--- config.mk ---
export PLATFORM = sky130hd
export DESIGN_NAME = crypto_bus_fabric
export DESIGN_NICKNAME = d
export VERILOG_FILES = /design/src/rtl/crypto_bus_fabric_pkg.sv /design/src/rtl/crypto_bus_fabric_rr_arbiter.sv /design/src/rtl/crypto_bus_fabric.sv
export SDC_FILE = /design/constraint.sdc
export NUM_CORES = 1
export LEC_CHECK = 0
export ABC_AREA = 1
export CORE_MARGIN = 5
export CORE_UTILIZATION = 25
export CTS_BUF_LIST = sky130_fd_sc_hd__clkbuf_4 sky130_fd_sc_hd__clkbuf_8
export DETAILED_ROUTE_END_ITERATION = 12
export PLACE_DENSITY = 0.54
export SYNTH_ARGS = -nofsm -noshare
export SYNTH_HDL_FRONTEND = slang
export SYNTH_SLANG_ARGS = --single-unit
--- constraint.sdc ---
create_clock -name clk -period 2.8 [get_ports clk]
set_input_delay 0.28 -clock clk [delete_from_list [all_inputs] [get_ports clk]]
set_output_delay 0.28 -clock clk [all_outputs]
set_load 0.1 [all_outputs]
--- src/rtl/crypto_bus_fabric_pkg.sv ---
// Shared definitions for the crypto bus fabric: FSM state encoding, fixed port IDs
// and the ID-width helper used to size the bus fields.
package crypto_bus_fabric_pkg;

  typedef enum logic {
    S_IDLE    = 1'b0,
    S_DELIVER = 1'b1
  } bus_state_e;

  localparam int ID_SHA = 1;

  // Ceiling log2, never below 1 so every derived field has at least one bit.
  function automatic int clog2(input int v);
    int r;
    r = 1;
    while ((1 << r) < v) r++;
    return r;
  endfunction

endpackage

--- src/rtl/crypto_bus_fabric_rr_arbiter.sv ---
// Combinational round-robin arbiter: grants the first requester strictly after
// last_grant, wrapping around the port list.
module rr_arbiter
  import crypto_bus_fabric_pkg::*;
#(
  parameter  int N    = 4,
  localparam int ID_W = clog2(N)
) (
  input  logic [N-1:0]    req,
  input  logic [ID_W-1:0] last_grant,
  output logic [N-1:0]    gnt_onehot,
  output logic [ID_W-1:0] gnt_id,
  output logic            any
);

  assign any = |req;

  // Walk from the farthest candidate to the nearest so the closest requester overrides.
  always_comb begin
    gnt_onehot = '0;
    gnt_id     = '0;
    for (int i = N; i >= 1; i--) begin
      logic [ID_W-1:0] idx;
      idx = ID_W'((int'(last_grant) + i) % N);
      if (req[idx]) begin
        gnt_onehot      = '0;
        gnt_onehot[idx] = 1'b1;
        gnt_id          = idx;
      end
    end
  end

endmodule

--- src/rtl/crypto_bus_fabric.sv ---
// Shared registered bus between N crypto blocks: round-robin grant, single-receiver
// delivery, completion on receiver ack or on timeout.
module crypto_bus_fabric
  import crypto_bus_fabric_pkg::*;
#(
  parameter  int N_PORTS     = 4,
  parameter  int DATA_W      = 8,
  parameter  int ACK_TIMEOUT = 15,
  localparam int ID_W        = clog2(N_PORTS)
) (
  input  logic                      clk,
  input  logic                      rst,
  input  logic [N_PORTS-1:0]        send_valid,
  input  logic [N_PORTS*DATA_W-1:0] send_data,
  input  logic [N_PORTS*ID_W-1:0]   send_dest,
  output logic [N_PORTS-1:0]        send_ready,
  output logic [N_PORTS-1:0]        send_err,
  output logic [N_PORTS-1:0]        recv_valid,
  output logic [DATA_W-1:0]         recv_data,
  output logic [ID_W-1:0]           recv_src,
  input  logic [N_PORTS-1:0]        recv_ack,
  output logic                      busy,
  output logic [ID_W-1:0]           grant_id
);

  localparam int ID_CTRL = N_PORTS - 1;
  localparam int TMR_W   = clog2(ACK_TIMEOUT + 1);

  bus_state_e          state_q;
  logic [ID_W-1:0]     last_grant_q;
  logic [ID_W-1:0]     src_q;
  logic [DATA_W-1:0]   data_q;
  logic [N_PORTS-1:0]  recv_valid_q;
  logic [N_PORTS-1:0]  send_ready_q;
  logic [N_PORTS-1:0]  send_err_q;
  logic                busy_q;
  logic [ID_W-1:0]     grant_id_q;
  logic [TMR_W-1:0]    timer_q;

  logic [N_PORTS-1:0]  arb_onehot;
  logic [ID_W-1:0]     arb_id;
  logic                arb_any;
  logic [DATA_W-1:0]   sel_data;
  logic [ID_W-1:0]     sel_dest;
  logic                dest_bad;
  logic                ack_hit;
  logic                expired;
  logic [N_PORTS-1:0]  src_onehot;

  rr_arbiter #(.N(N_PORTS)) u_arb (
    .req        (send_valid),
    .last_grant (last_grant_q),
    .gnt_onehot (arb_onehot),
    .gnt_id     (arb_id),
    .any        (arb_any)
  );

  always_comb begin
    sel_data = '0;
    sel_dest = '0;
    for (int i = 0; i < N_PORTS; i++) begin
      if (arb_onehot[i]) begin
        sel_data = send_data[i*DATA_W +: DATA_W];
        sel_dest = send_dest[i*ID_W +: ID_W];
      end
    end
  end

  assign dest_bad   = (sel_dest == arb_id) || (32'(sel_dest) >= 32'(N_PORTS));
  // recv_valid_q holds exactly the destination bit, so masking filters foreign acks.
  assign ack_hit    = |(recv_ack & recv_valid_q);
  assign expired    = (ACK_TIMEOUT != 0) && (timer_q == TMR_W'(ACK_TIMEOUT - 1));
  assign src_onehot = N_PORTS'(1) << src_q;

  always_ff @(posedge clk or posedge rst) begin
    if (rst) begin
      state_q      <= S_IDLE;
      last_grant_q <= ID_W'(ID_CTRL);
      src_q        <= '0;
      data_q       <= '0;
      recv_valid_q <= '0;
      send_ready_q <= '0;
      send_err_q   <= '0;
      busy_q       <= 1'b0;
      grant_id_q   <= '0;
      timer_q      <= '0;
    end else begin
      send_ready_q <= '0;
      send_err_q   <= '0;
      case (state_q)
        S_IDLE: begin
          if (arb_any) begin
            last_grant_q <= arb_id;
            grant_id_q   <= arb_id;
            src_q        <= arb_id;
            data_q       <= sel_data;
            timer_q      <= '0;
            if (dest_bad) begin
              send_err_q <= arb_onehot;
            end else begin
              recv_valid_q <= N_PORTS'(1) << sel_dest;
              busy_q       <= 1'b1;
              state_q      <= S_DELIVER;
            end
          end
        end
        S_DELIVER: begin
          // Ack is checked first so it wins over a timeout expiring in the same cycle.
          if (ack_hit || expired) begin
            recv_valid_q <= '0;
            busy_q       <= 1'b0;
            state_q      <= S_IDLE;
            if (ack_hit) send_ready_q <= src_onehot;
            else         send_err_q   <= src_onehot;
          end else begin
            timer_q <= timer_q + TMR_W'(1);
          end
        end
        default: state_q <= S_IDLE;
      endcase
    end
  end

  assign send_ready = send_ready_q;
  assign send_err   = send_err_q;
  assign recv_valid = recv_valid_q;
  assign recv_data  = data_q;
  assign recv_src   = src_q;
  assign busy       = busy_q;
  assign grant_id   = grant_id_q;

endmodule

==> flow_summary_export.csv <==
group,metric,value,unit
sta,drv_slew,0,
placement,io_buffers,74,
cts,cts_tree,"built",
placement,dp_slack,143,ps
global_routing,grtUsageMet1,0.166,
synth,synth-seq-area-share,0.356,
placement,place_inst,460,
placement,gp_congestion,0.822,
global_routing,grt_pass1_wl,9.95,mm
critical_path,path_class,"flop to flop",
route,dr.first_iter.drc_count,101,
sta,final.period_utilization,0.907,
route,wl_per_cell,13.1,um
synth,synth_edf_count,0,
synth,synth_cells,277,
layout,final_nets,423,
synth,syn-cell-area,2110,um2
synth,synthArstFlopShare,1.00,
critical_path,critPathRequiredTime,2970,ps
sta,hold_viol,0,
synth,yosysWarnings,0,
layout,final_cell_count_no_fill,470,
synth,synthFlopType,"dfrtp_1",
synth,synth_fp_nets,336,
layout,final_cell_mix,"nand2_1 (72), clkdlybuf4s50_1 (49), nand3_1 (40)",
route,antenna_left,0,
cts,ctsHoldBuffers,0,
route,drc_errors,0,
placement,dp_hpwl,5.04,mm
critical_path,critPathCaptureType,"flop",
critical_path,r2r_start,"last_grant_q[0]$_DFFE_PP1P_",
floorplanning,die_y,102,um
critical_path,worst-path-max-fanout,10,
floorplanning,core_area,8220,um2
cts,clkTransAtPathRegs,60,ps
critical_path,cp-startpoint,"last_grant_q[0]$_DFFE_PP1P_",
layout,layout_commonest_cell,"nand2_1",
route,dr.pass1.iters,4,
layout,fillers,836,
sta,relSlewSlack,0.725,
global_routing,antenna_found_initial,0,
sta,period_minus_slack,2540,ps
sta,setup_violations,0,
global_routing,grt_use_met2,0.185,
critical_path,worstPathArrival,2710,ps
sta,finalSetupTns,0,ps
sta,worstMarginPinSlew,411,ps
sta,clock.fmax,0.394,GHz
floorplanning,die_width,102,um
status,outcome,"completed",
layout,drive_gt1_frac,0.233,
route,routed_via_density,4.54,
global_routing,grt_max_degree,31,
global_routing,grt_busiest_layer,"met2",
floorplanning,rows,33,
layout,area_delta_synth_final,46.4,%
global_routing,grtUsageMet3,0.0314,
cts,clk-insertion-delay-late,280,ps
global_routing,grt-ovfl-total,0,
route,vias,2136,
global_routing,grt_pass1_vias,2068,
synth,synth.avg_cell_area,7.63,um2
run,drv_cap,0,
floorplanning,initial_core_util,0.257,
critical_path,startpoint_type,"flop",
floorplanning,die_area,10400,um2
cts,cts_buffer_depth,2,
route,totalWireLength,6.18,mm
placement,dpl_cell_area,2960,um2
floorplanning,io_pins,75,
cts,cts-root-buf,"clkbuf_8",
cts,numCtsBuffers,5,
synth,ys_ff_latch,30,
synth,synth_cell_type_count,39,
sta,skew,4.81,ps
global_routing,grt_usage,0.120,
layout,stdcell_area,3100,um2
sta,fin_ws,259,ps
layout,n_antenna_cell,0,
hold_path,hold_class,"primary input to async pin",
cts,cts.sinks,30,
sta,rsz0062_at_grt,"no",
cts,htree_levels,2,
-- cells by family after synthesis --
logic type,count (synthesis),synth area share
flip-flops,30,0.356
AO/OA/AOI/OAI,38,0.122
buffers and inverters,40,0.0828
adder cells (fa/ha/maj),9,0.0533
AND/OR/NAND/NOR,158,0.378
XOR/XNOR,2,0.00829
-- flip-flops by register name, summed over array words and instances, names as in the netlist --
register and count:
recv_data 8, recv_valid 4, send_err 4, send_ready 4
timer_q 4, grant_id 2, last_grant_q 2, busy 1
state_q 1
-- critical path, cell delays in order (launching register included) --
cell and delay (ps):
dfstp_2 540, inv_2 90, ha_4 260, inv_1 100, nand3_2 100, nand2_2 140, nand2_2 80, nand2_2 60
nand3_1 80, nand2_2 120, inv_4 70, or2_4 230, nand2_2 100, nand2_1 60, nand2_1 80, inv_2 70
nand3_4 60, nand2_4 60, nand2_1 80, nand2_1 40
-- layout make-up --
type	count	area, um2	area share
Multi-Input combinational cell	207	1210	0.392
Sequential cell	30	753	0.243
Clock buffer	7	90.1	0.0291
Tap cell	105	131	0.0424
Clock inverter	1	5.00	0.00162
Timing Repair Buffer	87	776	0.251
Inverter	33	126	0.0408
-- per-stage QoR --
step           hold slack [ps]  utilization
2_1_floorplan              369            -
3_3_place_gp               474        0.360
3_5_place_dp               467        0.360
4_1_cts                    393        0.372
5_1_grt                    425        0.377
6_report                   379        0.377
-- synthesized netlist by cell type, types with 2 or more instances --
cell / instances / share of area
a21oi_1: 2 / 0.0047
a22oi_1: 2 / 0.0071
a31oi_1: 2 / 0.0059
buf_4: 2 / 0.0071
buf_6: 2 / 0.011
clkbuf_1: 3 / 0.0053
clkinv_1: 3 / 0.0053
dfrtp_1: 28 / 0.33
dfstp_2: 2 / 0.025
ha_1: 9 / 0.053
inv_1: 25 / 0.044
inv_2: 4 / 0.0071
nand2_1: 72 / 0.13
nand2_2: 14 / 0.041
nand2_4: 6 / 0.032
nand3_1: 41 / 0.097
nand3_2: 5 / 0.024
nand4_1: 4 / 0.012
nor2_1: 8 / 0.014
nor3_1: 2 / 0.0047
o211ai_1: 12 / 0.043
o21ai_0: 10 / 0.024
o22ai_1: 3 / 0.0089
-- routing by layer --
metal | up-vias | share of wire | routed length, um
li1 | 1095 | - | -
met1 | 971 | 0.47 | 2910
met2 | 65 | 0.46 | 2820
met3 | 5 | 0.063 | 391
met4 | 0 | 0.0094 | 58
met5 | - | 0 | 0
-- final timing paths --
kind | endpoint | slack (ps) | cells after the start
min reg2reg | busy$_DFFE_PP0P_ | 480 | 2
max in group asynchronous | last_grant_q[1]$_DFFE_PP1P_ | 2110 | 3
min | send_err[1]$_DFF_PP0_ | 380 | 3
max | recv_valid[2]$_DFFE_PP0P_ | 260 | 19
max reg2reg | recv_valid[2]$_DFFE_PP0P_ | 260 | 19
min in group clk | busy$_DFFE_PP0P_ | 480 | 2
-- repair_timing --
item                       CTS  global route
gates resized for setup      0             4
setup endpoints to repair    0            16
hold endpoints to repair     0             0
setup buffers                0             2
Power is not shown: default switching activity piles up to over one toggle a cycle in this logic, so the estimate is an artifact.
